==> src/rtl/deaggregator.sv <==
// deaggregator: unpacks one FETCH_WIDTH*DATA_WIDTH wide word into FETCH_WIDTH narrow words, lane 0 first.
// Latency: the first narrow word appears the cycle after the wide word is dequeued. Sustained rate is one word per cycle.
// Backpressure: receiver_full_n low freezes the held word and lane index. Upstream is popped only when the
//   register is empty, or when its last lane leaves in the same cycle.
//
// Ports:
//   clk, rst_n       sole clock; asynchronous active-low reset
//   sender_data      wide word from the upstream FIFO (lane i = bits [(i+1)*DATA_WIDTH-1 : i*DATA_WIDTH])
//   sender_empty_n   upstream word valid
//   sender_deq       pops the upstream FIFO at the rising edge
//   receiver_data    narrow word currently presented (held lane[index])
//   receiver_full_n  downstream FIFO can accept a word
//   receiver_enq     pushes receiver_data downstream at the rising edge
//   receiver_last    (only with DEAGGREGATOR_LAST_EN defined) high while the last lane is presented
//
// Build option: define DEAGGREGATOR_LAST_EN to add the receiver_last output.
module deaggregator #(
   parameter int DATA_WIDTH  = 16,
   parameter int FETCH_WIDTH = 4
) (
   input  logic                              clk,
   input  logic                              rst_n,
   input  logic [FETCH_WIDTH*DATA_WIDTH-1:0] sender_data,
   input  logic                              sender_empty_n,
   output logic                              sender_deq,
   output logic [DATA_WIDTH-1:0]             receiver_data,
   input  logic                              receiver_full_n,
   output logic                              receiver_enq
`ifdef DEAGGREGATOR_LAST_EN
   ,
   output logic                              receiver_last
`endif
);

   localparam int               WIDE_W   = FETCH_WIDTH * DATA_WIDTH;
   localparam int               IDX_W    = (FETCH_WIDTH > 1) ? $clog2(FETCH_WIDTH) : 1;
   localparam logic [IDX_W-1:0] LAST_IDX = IDX_W'(FETCH_WIDTH - 1);

   typedef enum logic {
      EMPTY = 1'b0,   // no wide word held
      DRAIN = 1'b1    // wide word held; lanes index..FETCH_WIDTH-1 still to send
   } state_t;

   state_t              state, state_nxt;
   logic [IDX_W-1:0]    index, index_nxt;
   logic [WIDE_W-1:0]   held,  held_nxt;

   logic                valid;
   logic                at_last;
   logic                load;

   // ------------------------------------------------------------------
   // State register
   // ------------------------------------------------------------------
   always_ff @(posedge clk or negedge rst_n) begin
      if (!rst_n) begin
         state <= EMPTY;
         index <= '0;
         held  <= '0;
      end else begin
         state <= state_nxt;
         index <= index_nxt;
         held  <= held_nxt;
      end
   end

   // ------------------------------------------------------------------
   // Next state and handshake outputs
   // ------------------------------------------------------------------
   always_comb begin
      state_nxt    = state;
      index_nxt    = index;
      held_nxt     = held;

      valid        = (state == DRAIN);
      at_last      = (index == LAST_IDX);
      receiver_enq = valid & receiver_full_n;

      // Refill when empty, or when the last lane leaves this cycle. The refill
      // overlaps the final lane, so consecutive wide words drain without a bubble.
      load         = sender_empty_n & (~valid | (receiver_enq & at_last));

      // The flops are held in reset anyway. Only the visible pop must be
      // suppressed while rst_n is low, so an upstream word is not lost.
      sender_deq   = load & rst_n;

      unique case (state)
         EMPTY: begin
            if (load) begin
               state_nxt = DRAIN;
               index_nxt = '0;
               held_nxt  = sender_data;
            end
         end
         DRAIN: begin
            if (load) begin
               state_nxt = DRAIN;
               index_nxt = '0;
               held_nxt  = sender_data;
            end else if (receiver_enq) begin
               if (at_last) begin
                  state_nxt = EMPTY;
                  index_nxt = '0;
               end else begin
                  index_nxt = index + 1'b1;
               end
            end
         end
         default: begin
            state_nxt = EMPTY;
            index_nxt = '0;
         end
      endcase
   end

   // ------------------------------------------------------------------
   // Lane select
   // ------------------------------------------------------------------
   // An explicit compare-mux keeps unreachable index codes (non power-of-two
   // FETCH_WIDTH) well defined. Those codes read as zero.
   always_comb begin
      receiver_data = '0;
      for (int i = 0; i < FETCH_WIDTH; i++) begin
         if (index == IDX_W'(i)) begin
            receiver_data = held[i*DATA_WIDTH +: DATA_WIDTH];
         end
      end
   end

`ifdef DEAGGREGATOR_LAST_EN
   assign receiver_last = valid & at_last;
`endif

endmodule

==> config.mk <==
export PLATFORM = sky130hd
export DESIGN_NAME = deaggregator
export DESIGN_NICKNAME = d
export VERILOG_FILES = /design/src/rtl/deaggregator.sv
export SDC_FILE = /design/constraint.sdc
export NUM_CORES = 1
export LEC_CHECK = 0
export ABC_AREA = 1
export BUFFER_PORTS_ARGS = -buffer_cell sky130_fd_sc_hd__buf_2
export CORE_ASPECT_RATIO = 1.4
export CORE_MARGIN = 8
export CORE_UTILIZATION = 53
export DETAILED_ROUTE_END_ITERATION = 10
export PLACE_DENSITY = 0.8
export SYNTH_ARGS = -nofsm -noshare
export SYNTH_HDL_FRONTEND = slang
export SYNTH_SLANG_ARGS = --single-unit
==> constraint.sdc <==
create_clock -name clk -period 1.85 [get_ports clk]
set_clock_uncertainty 0.15 [all_clocks]
set_input_delay 0.0925 -clock clk [delete_from_list [all_inputs] [get_ports clk]]
set_output_delay 0.0925 -clock clk [all_outputs]
set_load 0.02 [all_outputs]
### After elaboration in Yosys (flattened, before gate mapping)

Index checks and enable logic that the tools add are counted.

* muxes and demuxes: 15
* add/subtract/negate cells: 1
* reductions and logical operators: 2
* bitwise operators: 6
* equality and inequality tests: 5

Operator list (count)
* 16-bit 2-to-1 mux: 4
* 64-bit 2-to-1 mux: 1
* 2-bit 2-to-1 mux: 4
* 1-bit bitwise AND: 4
* 2-bit equality test (second input constant): 2
* 1-bit 2-to-1 mux: 4
* 2-bit one-hot mux with 2 select lines: 1
* 3-bit by 2-bit inequality test with 1-bit output (second input constant): 1
* 2-bit by 1-bit adder with 2-bit output (second input constant): 1
* 2-bit by 1-bit equality test with 1-bit output (second input constant): 1
* 2-bit logical NOT: 1
* 2-bit inequality test (second input constant): 1
* 1-bit one-hot mux with 2 select lines: 1
* 2-bit AND reduction: 1
* 1-bit NOT: 1
* 1-bit bitwise OR: 1

* bits of input ports: 68
* bits in registers: 67
* logic and storage cells: 32

### Logic depth before layout (Yosys ltp)

Gate-level depths: netlist of the first run.

* depth after elaboration: 6
* mapped depth: 9
* gate-level depth less buffers: 8

### Least setup slack after synthesis of the first run

OpenSTA, ideal clock, no wires.

* kind: flip-flop to output port
* from: register index[0]
* to: output port receiver_data[0]
* arrival: 1.440 ns
* cell stages (with the launch flop): 8
* path slack: 0.167 ns
* required time: 1.607 ns
* path buffers: 2
* cell sequence: dfrtp_1 -> inv_1 -> ha_1 -> buf_4 -> inv_2 -> buf_4 -> nand3_1 -> a21oi_1

* word-level cells in the longest chain between the ends: 5
* elaborated cells on any way between the ends: 8

RTL lines
* start, declared: line 45 `logic [IDX_W-1:0] index, index_nxt;`
* start signal, assigned: line 62 `index <= index_nxt;`
* 2-bit logical NOT: line 124 `if (index == IDX_W'(i)) begin`
* 16-bit 2-to-1 mux (3 in series): line 124
* 16-bit 2-to-1 mux (*): line 124
* end, declared: line 26 `output logic [DATA_WIDTH-1:0] receiver_data,`

Mark *: on every way between the ends. The rest lies on a longest branch, timed or not.

### Worst setup path after layout of the first run

* from: register index[0]
* to: output port receiver_data[11]

Same word-level chain as after synthesis.

==> flow_results.org, run 1 <==
** Outcome
- Outcome :: finished, violations left
- Failing checks :: setup timing

** Layout
- Post-layout nets :: 674
- Count of fill cells added during filler insertion :: 333
- Antenna diode instance count :: 0
- The multi-input combinational cells in the finished layout cover a total of 1670 um^2.
- Measured on the finished design, the core utilization comes to 83.5%.
- Fraction of layout instances using a drive strength above 1 :: 30.1%
- Sequential cell area :: 1680 um^2
- Compared with the post-synthesis result, the final layout area differs by 54.8%.

** Global route
- Across every metal layer, demand over resource in global routing totals 24.8%.
- Entering global routing, the biggest net connects 68 pins.
- Initial antenna violation count :: 0
- Via count of the first global-routing pass :: 3812
- First-pass GRT wire length :: 18100 um
- Global route total overflow :: 0

** Power
- PD cells :: 1720 nW/um^2
- Relative contribution of the clock network to total power :: 13.8%
- The completed layout was analyzed and its total power is 8850 uW.
- Of the total power, the share spent switching nets is 44.7%.
- In this run, flip-flops and latches consume 30.2% of the power.
- In this run the static leakage power is 0.00272 uW.
- VDD sags by at most 0.00101 V.
- The analysis attributes to net switching a power of 3960 uW.
- Part of the power in combinational logic :: 56.0%
- Design internal power :: 4890 uW

** CTS
- Clock buffers created by TritonCTS :: 9
- TritonCTS built the clock tree.
- H-tree depth reported by CTS :: 3
- Deepest clock path buffer count :: 2
- The clock reaches the later pin of the worst-skew pair after 0.35 ns.
- Cell at the root of the clock tree :: clkbuf_8
- CTS sink count :: 67
- Clock-pin slew reported for the worst setup and hold paths after clock tree synthesis :: 0.07 ns

** Floorplan
- The floorplan step defined a core boundary enclosing 6170 um^2.
- In this run the horizontal extent of the chip is 83.0 um.
- Pin placement for this block handled 86 I/O pins.
- The die is 110 um tall.
- Count of standard-cell rows :: 34
- The floorplan step defined a die boundary enclosing 9110 um^2.
- Starting utilization of the core area :: 54.0%

** Worst setup path
- Of all nets on the critical path, the largest fanout is 5.
- The setup check on the worst reg-to-reg path leaves a slack of 0.07 ns.
- Cell with the biggest individual delay on the critical path :: dfrtp_2
- Measured in cells, the most critical reg-to-reg path has a length of 8.
- The critical path in this run is classified as flip-flop to output pin.
- Terminus of the critical flop-to-flop path :: held[5]$_DFFE_PN0P_
- CP peak stage delay :: 0.43 ns
- The critical path goes through inv_4 -> buf_6 -> ha_4 -> clkbuf_16 -> a21oi_2 -> nand2_1 -> nand2_1 -> nand2_1 -> buf_6.
- Among the stages of the critical path, the cell type that occurs most often is nand2_1.
- Worst EP arrival :: 1.82 ns
- STA puts the critical path data required time at 1.61 ns.
- In this run the critical register-to-register path is launched from index[0]$_DFFE_PN0P_.
- The worst setup path is captured at an output pin.
- Critical path startpoint category :: flip-flop

** Timing
- Count of final setup violators :: 17
- Worst Setup Slack, final :: -0.213 ns
- For the final routed database, the setup TNS stands at -2.71 ns.
- The worst pin sits at a relative slew slack of 43.9%.
- Subtracting the final worst setup slack from the clock period gives 2.06 ns.
- Post-route fraction of the period consumed by the critical path :: 111%
- The max-slew violation count was 0.
- Unrepaired setup endpoints after global routing :: yes
- Worst-Margin Slew :: 0.841 ns
- For this run, the top clock speed supported by timing is 485 MHz.
- The number of hold violations in the final report is 0.

** Yosys
- Synthesis inferred 67 register bits.
- Post-synthesis instance area :: 3330 um^2
- Post-synthesis sequential area ratio :: 50.4%
- Count of unique library cells instantiated by Yosys :: 12
- Avg Synthesized Cell Area :: 7.48 um^2
- Synthesis produced a netlist with a net count of 517.
- After technology mapping, the gate count stands at 445.
- Yosys warning total :: 0

** Route
- After detailed routing, the average wire length per cell comes to 17.9 um.
- Total iterations of the first detailed-routing run :: 7
- Starting DRT DRC Count :: 290
- Number of routed nets with antenna violations :: 0
- Residual DRC count :: 0
- After detailed routing, the total wire length is 12100 um.
- In the routed layout, each cell is associated on average with a via count of 5.53.
- Vias post-DR :: 3752

** Hold path
- In this run the worst hold path is classified as input port to flip-flop.
- The worst hold path terminates at state$_DFF_PN0_.
- Number of cells on the worst hold path :: 4
- In this run the most critical hold path is launched from sender_empty_n.

** Placed design
- Detailed placement finished with a half-perimeter wire length of 6550 um.
- Number of I/O port buffers :: 85
- RD Place Congestion :: 0.881

** Flow run
- Number of max-capacitance violations reported :: 0
[per-layer routing]
metal	global-route usage, %	vias up	share of wire [%]
met1	26.5	1766	36
met3	7.26	59	6.5
li1	-	1708	-
met2	43.1	219	52
met5	0	-	0
met4	14.9	0	5.1
[critical path: cells and delay by family, from the launching register on]
family / cells / cell delay [ns]
buffers and inverters: 4 / 0.50
flip-flops: 1 / 0.43
AND/OR/NAND/NOR: 3 / 0.24
adder cells (fa/ha/maj): 1 / 0.19
AO/OA/AOI/OAI: 1 / 0.11
[worst max-delay path by stage]
stage	startpoint	end	slack (ns)	cells after the start
finish	index[0]$_DFFE_PN0P_	receiver_data[11]	-0.21	9
global route	index[0]$_DFFE_PN0P_	receiver_data[11]	-0.36	9
CTS	index[0]$_DFFE_PN0P_	receiver_data[8]	-0.13	11
detailed placement	index[0]$_DFFE_PN0P_	receiver_data[4]	0.14	8
global placement	index[0]$_DFFE_PN0P_	index[1]$_DFFE_PN0P_	0.23	7
floorplan	index[0]$_DFFE_PN0P_	receiver_data[0]	0.17	7
[stage by stage]
stage / cells / setup WS (ns) / hold WS (ns) / instance area (um^2)
final: 679 / -0.213 / 0.108 / 5150
after global routing: 679 / -0.358 / 0.125 / 5150
after CTS: 680 / -0.127 / 0.112 / 4970
after detailed placement: 588 / 0.143 / 0.180 / 3800
after global placement: 588 / 0.227 / 0.174 / 3800
after floorplan: 445 / 0.167 / -0.353 / 3330
[cell usage in the layout, fill, tap and decap left out, types with 4 or more instances in the layout]
master / netlist / final
nand2_2: 0 / 25
dfrtp_1: 67 / 66
inv_1: 13 / 9
nand3_1: 71 / 70
a21oi_4: 0 / 7
a21oi_2: 0 / 10
buf_2: 20 / 68
clkbuf_8: 0 / 10
ha_4: 0 / 4
dlygate4sd3_1: 0 / 66
a21oi_1: 21 / 4
buf_6: 5 / 19
nor2_1: 30 / 29
nand2_1: 207 / 179
buf_4: 5 / 17
[sequential cells by signal (all words and copies together), names as in the netlist]
register and count:
index 2, state 1, held 64
[cell families (layout without fill, tap and decap cells)]
group                    Yosys count  after routing  synth area share (%)
AO/OA/AOI/OAI                     21             21                  3.16
buffers and inverters             44            206                  7.40
adder cells (fa/ha/maj)            4              4                  1.50
AND/OR/NAND/NOR                  309            309                  37.6
flip-flops                        67             67                  50.4
[cell type report]
type                            instances  share of cell area (%)
Sequential cell                        67                    32.6
Multi-Input combinational cell        334                    32.4
Timing Repair Buffer                  176                    28.3
Clock buffer                           11                    2.74
Tap cell                               72                    1.75
Inverter                               14                    1.24
Clock inverter                          5                    1.02
[synth_stat cells]
| master | number | share of area, % |
|---|---|---|
| buf_2 | 20 | 3.0 |
| nor2_2 | 1 | 0.19 |
| buf_6 | 5 | 1.7 |
| buf_4 | 5 | 1.1 |
| inv_1 | 13 | 1.5 |
| a21oi_1 | 21 | 3.2 |
| inv_2 | 1 | 0.11 |
| nand2_1 | 207 | 23 |
| dfrtp_1 | 67 | 50 |
| nand3_1 | 71 | 11 |
| ha_1 | 4 | 1.5 |
| nor2_1 | 30 | 3.4 |
[power by group through the flow]
stage | Clock (uW) | Combinational [uW] | Sequential [uW]
6_report | 1220 | 4960 | 2670
5_1_grt | 1290 | 5370 | 2740
4_1_cts | 1200 | 4350 | 2560
3_5_place_dp | 0 | 3330 | 2540
3_3_place_gp | 0 | 3240 | 2520
2_1_floorplan | 0 | 2330 | 2420
[what timing repair did]
item,CTS,global route
setup endpoints to repair,17,45
pin swaps,10,25
setup buffers,9,0
gates resized for setup,63,53
gates cloned,1,1
hold buffers,66,0
hold endpoints to repair,132,0
No activity file was read; power rests on OpenSTA's default activity.
==> inputs of run 2 (changes only) <==
PLACE_DENSITY = 0.83   (was 0.8)
==> run 2 against run 1 <==
Compared with the run above: the flow finishes with violations (hold timing, setup timing); non-clock buffer count fell by 7; via count rose by 1.9%; worst hold slack got worse by 0.11 ns; design area fell by 3.2%; sequential power barely moved; cell count fell by 1.0%; setup slack got worse by 0.053 ns; sequential share of layout area rose by 1.1 points; core utilization fell by 2.7 points; global-route usage rose by 1.0 points; sequential cell count did not move; combinational power fell by 4.8%; critical path type unchanged.
==> flow_results.org, run 2 (synthesized netlist as in run 1, its figures left out) <==
** Worst setup path
- Required time at the worst-slack endpoint :: 1.61 ns (about the same)
- FF-to-FF path depth :: 7 (-1)
- Critical path startpoint :: index[0]$_DFFE_PN0P_
- Flop2flop setup slack :: 0.08 ns (about the same)
- Terminus of the critical flop-to-flop path :: held[32]$_DFFE_PN0P_
- Setup CP Type :: flip-flop to output pin
- Worst-path fanout max :: 6 (+1)
- The critical path arrival came to 1.87 ns (+0.05 ns).
- In this run the critical register-to-register path is launched from index[1]$_DFFE_PN0P_.
- Critical path startpoint category :: flip-flop
- Endpoint type of the worst setup path :: output pin

** Timing
- Post-route fraction of the period consumed by the critical path :: 114% (+2.9 points)
- Unrepaired setup endpoints after global routing :: yes
- Upper clock frequency limit :: 473 MHz (-2.5%)
- Final critical delay including setup and external delays :: 2.12 ns (+0.0535 ns)
- The transition time at the pin with the least slew margin was 0.857 ns (+0.0165 ns).
- Count of final setup violators :: 17 (unchanged)
- Worst Setup Slack, final :: -0.266 ns (-0.0535 ns)
- Headroom to the max-slew limit :: 42.8% (-1.1 points)
- The max-slew violation count was 0 (unchanged).
- Final hold vios :: 2 (+2)
- The minimum hold slack came to -0.00346 ns (-0.111 ns).

** Hold path
- The worst hold path terminates at index[0]$_DFFE_PN0P_.
- Launch instance of the worst min-delay path :: receiver_full_n
- The number of stages on the worst hold path is 5 (+1).
- The worst hold path belongs to the class input port to flip-flop.

** Route
- Total iterations of the first detailed-routing run :: 6 (-1)
- The total vias in the final route came to 3824 (+1.9%).
- Number of routed nets with antenna violations :: 0 (unchanged)
- The starting DRC count in detailed routing was 448 (+54%).
- The DRC violation count after routing came to 0 (unchanged).
- Vias per std cell :: 5.69 (+3.0%)
- Total detailed-routing wirelength :: 12500 um (+2.7%)
- The average detailed-routed wire length per instance is 18.6 um (+3.7%).

** Floorplan
- The overall die area is 9110 um^2 (unchanged).
- Die Wd :: 83.0 um (unchanged)
- Placeable core region :: 6170 um^2 (unchanged)
- Count of standard-cell rows :: 34 (unchanged)
- The number of placed I/O pins is 86 (unchanged).
- The vertical extent of the die came to 110 um (unchanged).
- The starting density of the core was 54.0% (unchanged).

** Placed design
- The number of input and output port buffers inserted came to 85 (unchanged).
- The total half-perimeter wirelength after legalization and detailed placement was 6360 um (-2.9%).
- The final weighted congestion of routability-driven global placement came to 0.870 (-1.2%).

** Global route
- Initial antenna violation count :: 0 (unchanged)
- Via count of the first global-routing pass :: 3892 (+2.1%)
- Pin count of the biggest net entering global routing :: 68 (unchanged)
- The first-pass GRT wire length is 18900 um (+4.4%).
- Global Route Usage Sum :: 25.8% (+1.0 points)
- Global route total overflow :: 0 (unchanged)

** Power
- Leakage Power :: 0.00265 uW (-2.6%)
- The total internal power came to 4550 uW (-7.0%).
- Sequential power share :: 31.5% (+1.3 points)
- Part of the power in combinational logic :: 55.9% (about the same)
- The maximum vdd ir drop came to 0.00106 V (+4.1%).
- Net Sw Frac :: 46.2% (+1.4 points)
- NetSw :: 3900 uW (-1.5%)
- Relative contribution of the clock network to total power :: 12.7% (-1.1 points)
- Tot Pwr :: 8450 uW (-4.6%)
- PD cells :: 1690 nW/um^2 (-1.4%)

** Layout
- The largest registers in the layout are held x64, index x2, state x1.
- Number of flip-flops in the largest register :: 64 (unchanged)
- The count of inserted antenna diode cells came to 0 (unchanged).
- In the layout the commonest cells are nand2_1 (189), buf_2 (73), nand3_1 (66), dfrtp_1 (66), dlygate4sd3_1 (66).
- Count of fill cells added during filler insertion :: 336 (+0.90%)
- The final design utilization was 80.9% (-2.7 points).
- Counting flops per register, the top entry is held.
- From synthesis to final layout, the design area changed by 49.9%.
- The count of nets after finishing was 668 (-0.89%).
- The proportion of layout cells with a drive suffix above 1 is 27.7% (-2.5 points).
- Most common cell after layout, fill and taps aside :: nand2_1

** CTS
- The clock net sink count came to 67 (unchanged).
- The tree is rooted in a clkbuf_8.
- Clock buffers created by TritonCTS :: 9 (unchanged)
- Skew-Pair Late Insertion Delay :: 0.35 ns (about the same)
- Deepest clock path buffer count :: 2 (unchanged)
- TritonCTS built the clock tree.
- The number of levels the H-tree was split into came to 3 (unchanged).
- The clock-pin transition on the worst setup and hold timing paths was 0.07 ns (about the same).

** Outcome
- The final reports fail on hold timing, setup timing.
- Outcome :: finished, violations left

** Flow run
- The max-cap check violation count was 0 (unchanged).
[run 2: cell types whose count changed in the layout (fill, tap and decap cells not counted), moves of 5 or more]
cell	previous run	this run
buf_2	68	73
nand2_2	25	17
nand2_1	179	189
buf_4	17	11
[run 2: cell type report]
type,instances,area (um^2),share of cell area (%)
inverter,14,60.1,1.20
timing repair buffer,169,1360,27.2
multi-input combinational,335,1640,32.9
tap,72,90.1,1.81
clock buffer,13,149,2.98
sequential,67,1680,33.6
clock inverter,2,12.5,0.251
[run 2: worst max-delay path, cell delays in order, from the launching register on]
cell and delay (ns):
dfrtp_1 0.44, buf_6 0.15, ha_4 0.20, nor2_4 0.24, nand2_1 0.11, nand2_1 0.12, nand2_2 0.08, nand2_2 0.07
buf_6 0.11
[run 2: metrics by stage]
stage | TNS [ns] | instances | cell area (um^2) | hold WS [ns] | worst slack, ns
after floorplan | 0 | 445 | 3330 | -0.353 | 0.167
after global placement | 0 | 587 | 3780 | 0.175 | 0.146
after global routing | -4.24 | 672 | 4990 | -0.00490 | -0.363
final | -2.88 | 672 | 4990 | -0.00346 | -0.266
after detailed placement | 0 | 587 | 3780 | 0.179 | 0.0453
after CTS | -1.63 | 670 | 4860 | 0.00109 | -0.127
[run 2: power groups by stage]
stage	combinational (uW)	clock, uW	sequential, uW
2_1_floorplan	2330	0	2420
3_3_place_gp	3160	0	2530
3_5_place_dp	3240	0	2540
4_1_cts	4040	1050	2570
5_1_grt	5100	1130	2710
6_report	4720	1070	2660
[run 2: repair_timing]
item                                    4_1_cts  5_1_grt
hold buffers                                 66        0
gates resized for setup                      65       28
gates cloned                                  1        1
buffers inserted                              1        1
endpoints found under the setup margin       17       20
endpoints found under the hold margin       132        0
pin swaps                                    17       12
[run 2: worst max-delay path by stage]
stage | end | slack, ns | cells past startpoint
2_1_floorplan | receiver_data[0] | 0.17 | 7
3_3_place_gp | receiver_data[7] | 0.15 | 9
3_5_place_dp | receiver_data[8] | 0.05 | 9
4_1_cts | receiver_data[14] | -0.13 | 6
5_1_grt | receiver_data[7] | -0.36 | 9
6_report | receiver_data[7] | -0.27 | 8
[run 2: layer usage]
layer  share of wire, %  track usage [%]
met1                 36             26.8
met2                 50             44.6
met3                7.7             6.23
met4                6.1             20.2
met5                  0                0
==> inputs of run 3 (changes only) <==
REMOVE_ABC_BUFFERS = 1   (was unset)
==> run 3 against run 2 <==
Compared with the run above: the flow finishes with violations (setup timing); die area stayed put; setup slack better by 0.075 ns; critical path depth down 1; via count decreased by 3.7%; first-iteration DRC count fell by 27%; design area rose by 0.23%; cell count grew 0.60%; sequential cell count unchanged; fmax grew 3.7%; worst hold slack better by 0.056 ns; wire length decreased by 9.6%; sequential share of layout area shrank 0.10 points; largest power group unchanged.
==> flow_results.org, run 3 (synthesized netlist as in run 1, its figures left out) <==
** Hold path
- Class of the most critical hold timing path :: input port to flip-flop
- The number of stages on the worst hold path is 4 (-1).
- Launch instance of the worst min-delay path :: sender_empty_n
- The path with the worst hold slack has its endpoint at held[61]$_DFFE_PN0P_.

** Layout
- Count of fill cells added during filler insertion :: 361 (+7.4%)
- Fraction of layout instances using a drive strength above 1 :: 26.5% (-1.2 points)
- Post-layout nets :: 671 (+0.45%)
- Number of flip-flops in the largest register :: 64 (unchanged)
- held holds more flip-flops than any other register.
- Final Non-Filler Cells :: 676 (+0.60%)
- Area of the multi-input gates :: 1550 um^2 (-5.7%)
- In the final layout, the registers with the most flip-flops are held x64, index x2, state x1.
- Leaving out fill and tap cells, the most frequent cell in the layout is nand2_1.
- Sequential cell area :: 1680 um^2 (about the same)
- In the layout the commonest cells are nand2_1 (190), nand3_1 (69), buf_2 (68).
- Compared with the post-synthesis result, the final layout area differs by 50.2%.
- Antenna diode instance count :: 0 (unchanged)

** Outcome
- The checks that failed: setup timing.
- The flow ran to the end, but the final reports show violations.

** Route
- Number of routed nets with antenna violations :: 0 (unchanged)
- The starting DRC count in detailed routing was 327 (-27%).
- The final wirelength is 11300 um (-9.6%).
- The first-pass detailed-route iteration total came to 5 (-1).
- The DRC violation count after routing came to 0 (unchanged).
- Vias post-DR :: 3681 (-3.7%)
- The per-cell via count in the routed design came to 5.45 (-4.3%).
- The average detailed-routed wire length per instance was 16.7 um (-10%).

** Worst setup path
- The minimum setup slack among reg-to-reg paths came to 0.03 ns (-0.05 ns).
- FF-to-FF Start :: index[0]$_DFFE_PN0P_
- Among cell families on the critical path, the largest total delay comes from buffers and inverters.
- Worst EP arrival :: 1.80 ns (-0.07 ns)
- CP peak stage delay :: 0.42 ns (-0.02 ns)
- Worst-path fanout max :: 14 (+8)
- Required time at the worst-slack endpoint :: 1.61 ns (about the same)
- In this run the critical register-to-register path is captured at held[55]$_DFFE_PN0P_.
- Critical path startpoint category :: flip-flop
- Endpoint type of the worst setup path :: output pin
- The slowest stage of the critical path is the dfrtp_1 cell.
- Worst-path cell chain :: buf_4 -> ha_4 -> buf_12 -> clkinvlp_4 -> nor2_2 -> a21oi_1 -> buf_4
- Cell type with the highest occurrence count on the critical path :: buf_4
- The buffering stage count on the worst path with inverters included came to 4 (+2).
- Setup CP Type :: flip-flop to output pin
- The number of cell instances on the worst register-to-register path is 8 (+1).

** CTS
- The maximum count of clock buffers along a single path is 2 (unchanged).
- Cell at the root of the clock tree :: clkbuf_8
- The clock net sink count came to 67 (unchanged).
- The number of levels the H-tree was split into was 3 (unchanged).
- Clock-pin slew reported for the worst setup and hold paths after clock tree synthesis :: 0.08 ns (about the same)
- TritonCTS built the clock tree.
- The number of clock buffers inserted by TritonCTS is 9 (unchanged).
- Skew-Pair Late Insertion Delay :: 0.34 ns (about the same)

** Floorplan
- The starting density of the core came to 54.0% (unchanged).
- Floorplan die area :: 9110 um^2 (unchanged)
- Count of standard-cell rows :: 34 (unchanged)
- Placeable core region :: 6170 um^2 (unchanged)
- Number of ports placed on the die boundary :: 86 (unchanged)
- Y dimension of the die :: 110 um (unchanged)
- Die Wd :: 83.0 um (unchanged)

** Placed design
- Detailed placement HPWL :: 6090 um (-4.3%)
- The number of input and output port buffers inserted was 85 (unchanged).
- The setup slack at placement is 0.0137 ns (-0.0316 ns).
- The number of cells after detailed placement came to 589 (+0.34%).
- The final weighted congestion of routability-driven global placement came to 0.803 (-7.7%).

** Global route
- First-pass GRT wire length :: 18500 um (-2.5%)
- The number of antenna violations at the first check in global routing came to 0 (unchanged).
- Global route total overflow :: 0 (unchanged)
- Via count of the first global-routing pass :: 3865 (-0.69%)
- Global Route Usage Sum :: 24.9% (-0.91 points)
- Pin count of the biggest net entering global routing :: 68 (unchanged)

** Timing
- The maximum clock rate was 490 MHz (+3.7%).
- Count of final setup violators :: 17 (unchanged)
- Headroom to the max-slew limit :: 77.0% (+34 points)
- Final count of pins violating max slew :: 0 (unchanged)
- The number of hold violations in the final report is 0 (-2).
- The final critical-path required period is 2.04 ns (-0.0754 ns).
- The final period utilization came to 110% (-4.1 points).
- Setup repair after global routing could not meet its margin everywhere.
- Worst Setup Slack, final :: -0.191 ns (+0.0754 ns)
- The transition time at the pin with the least slew margin is 0.345 ns (-0.512 ns).

** Flow run
- The max-cap check violation count came to 0 (unchanged).

** Power
- The relative contribution of sequential cells to total power is 31.2% (-0.3 points).
- The total power per unit cell area came to 1650 nW/um^2 (-2.7%).
- Part of the power in combinational logic :: 54.3% (-1.6 points)
- NetSw :: 3580 uW (-8.2%)
- The overall power after layout is 8240 uW (-2.5%).
- The switching part of the total power came to 43.5% (-2.7 points).
- The leakage power is 0.00267 uW (+0.95%).
- Design internal power :: 4650 uW (+2.3%)
- Relative contribution of the clock network to total power :: 14.6% (+1.9 points)
- Max IR drop VDD :: 0.000852 V (-19%)
run 3: cell types whose count changed in the layout (fill, tap and decap cells not counted), sizes merged, moves of 2 or more:
cell      delta
buf          +5
clkbuf       -4
clkinv       +3
clkinvlp     +2
run 3: stage by stage:
step	utilization [%]	TNS (ns)	hold WS [ns]	area (um^2)
global placement	62.4	0	0.0127	3850
CTS	79.9	-1.76	0.0216	4930
finish	81.1	-2.40	0.0529	5000
detailed placement	62.4	0	0.0219	3850
global route	81.1	-5.19	0.0717	5000
floorplan	-	-136.68	-0.353	3140
run 3: repair_timing:
action / CTS / global route
buffers inserted: 4 / 1
cloned: 1 / 0
gates resized for setup: 56 / 21
hold buffers: 65 / 0
setup endpoints to repair: 17 / 17
pin swaps: 5 / 13
hold endpoints to repair: 131 / 0
run 3: routing by layer:
metal	vias up	GRT usage [%]	part of all wire [%]
li1	1704	-	-
met1	1732	27.1	37
met2	193	42.6	52
met3	52	5.93	6.1
met4	0	17.4	5.1
met5	-	0	0
run 3: power by group through the flow:
| stage | Clock, uW | Combinational (uW) | Sequential, uW |
|---|---|---|---|
| floorplan | 0 | 2150 | 2420 |
| global placement | 0 | 3260 | 2480 |
| detailed placement | 0 | 3370 | 2510 |
| CTS | 1200 | 4220 | 2500 |
| global route | 1280 | 4850 | 2640 |
| finish | 1200 | 4470 | 2570 |
run 3: how the worst max path moves through the flow:
stage | start | end | slack [ns] | depth (start not counted)
2_1_floorplan | index[0]$_DFFE_PN0P_ | sender_deq | -2.39 | 5
3_3_place_gp | index[0]$_DFFE_PN0P_ | sender_deq | 0.07 | 6
3_5_place_dp | index[0]$_DFFE_PN0P_ | sender_deq | 0.01 | 6
4_1_cts | index[0]$_DFFE_PN0P_ | receiver_data[12] | -0.13 | 10
5_1_grt | index[0]$_DFFE_PN0P_ | receiver_data[15] | -0.26 | 7
6_report | index[0]$_DFFE_PN0P_ | receiver_data[13] | -0.19 | 7
run 3: area by class of cell:
type,count,area share (%)
Sequential cell,67,33.5
Clock inverter,7,1.38
Multi-Input combinational cell,334,31.0
Tap cell,72,1.80
Inverter,14,1.23
Timing Repair Buffer,173,28.6
Clock buffer,9,2.48
run 3: worst register-to-register path, delay by kind of cell (launching register included):
family | cells | cell delay, ns
fa+ha+maj | 1 | 0.17
buf+inv | 3 | 0.54
flops | 1 | 0.40
simple gates | 4 | 0.49
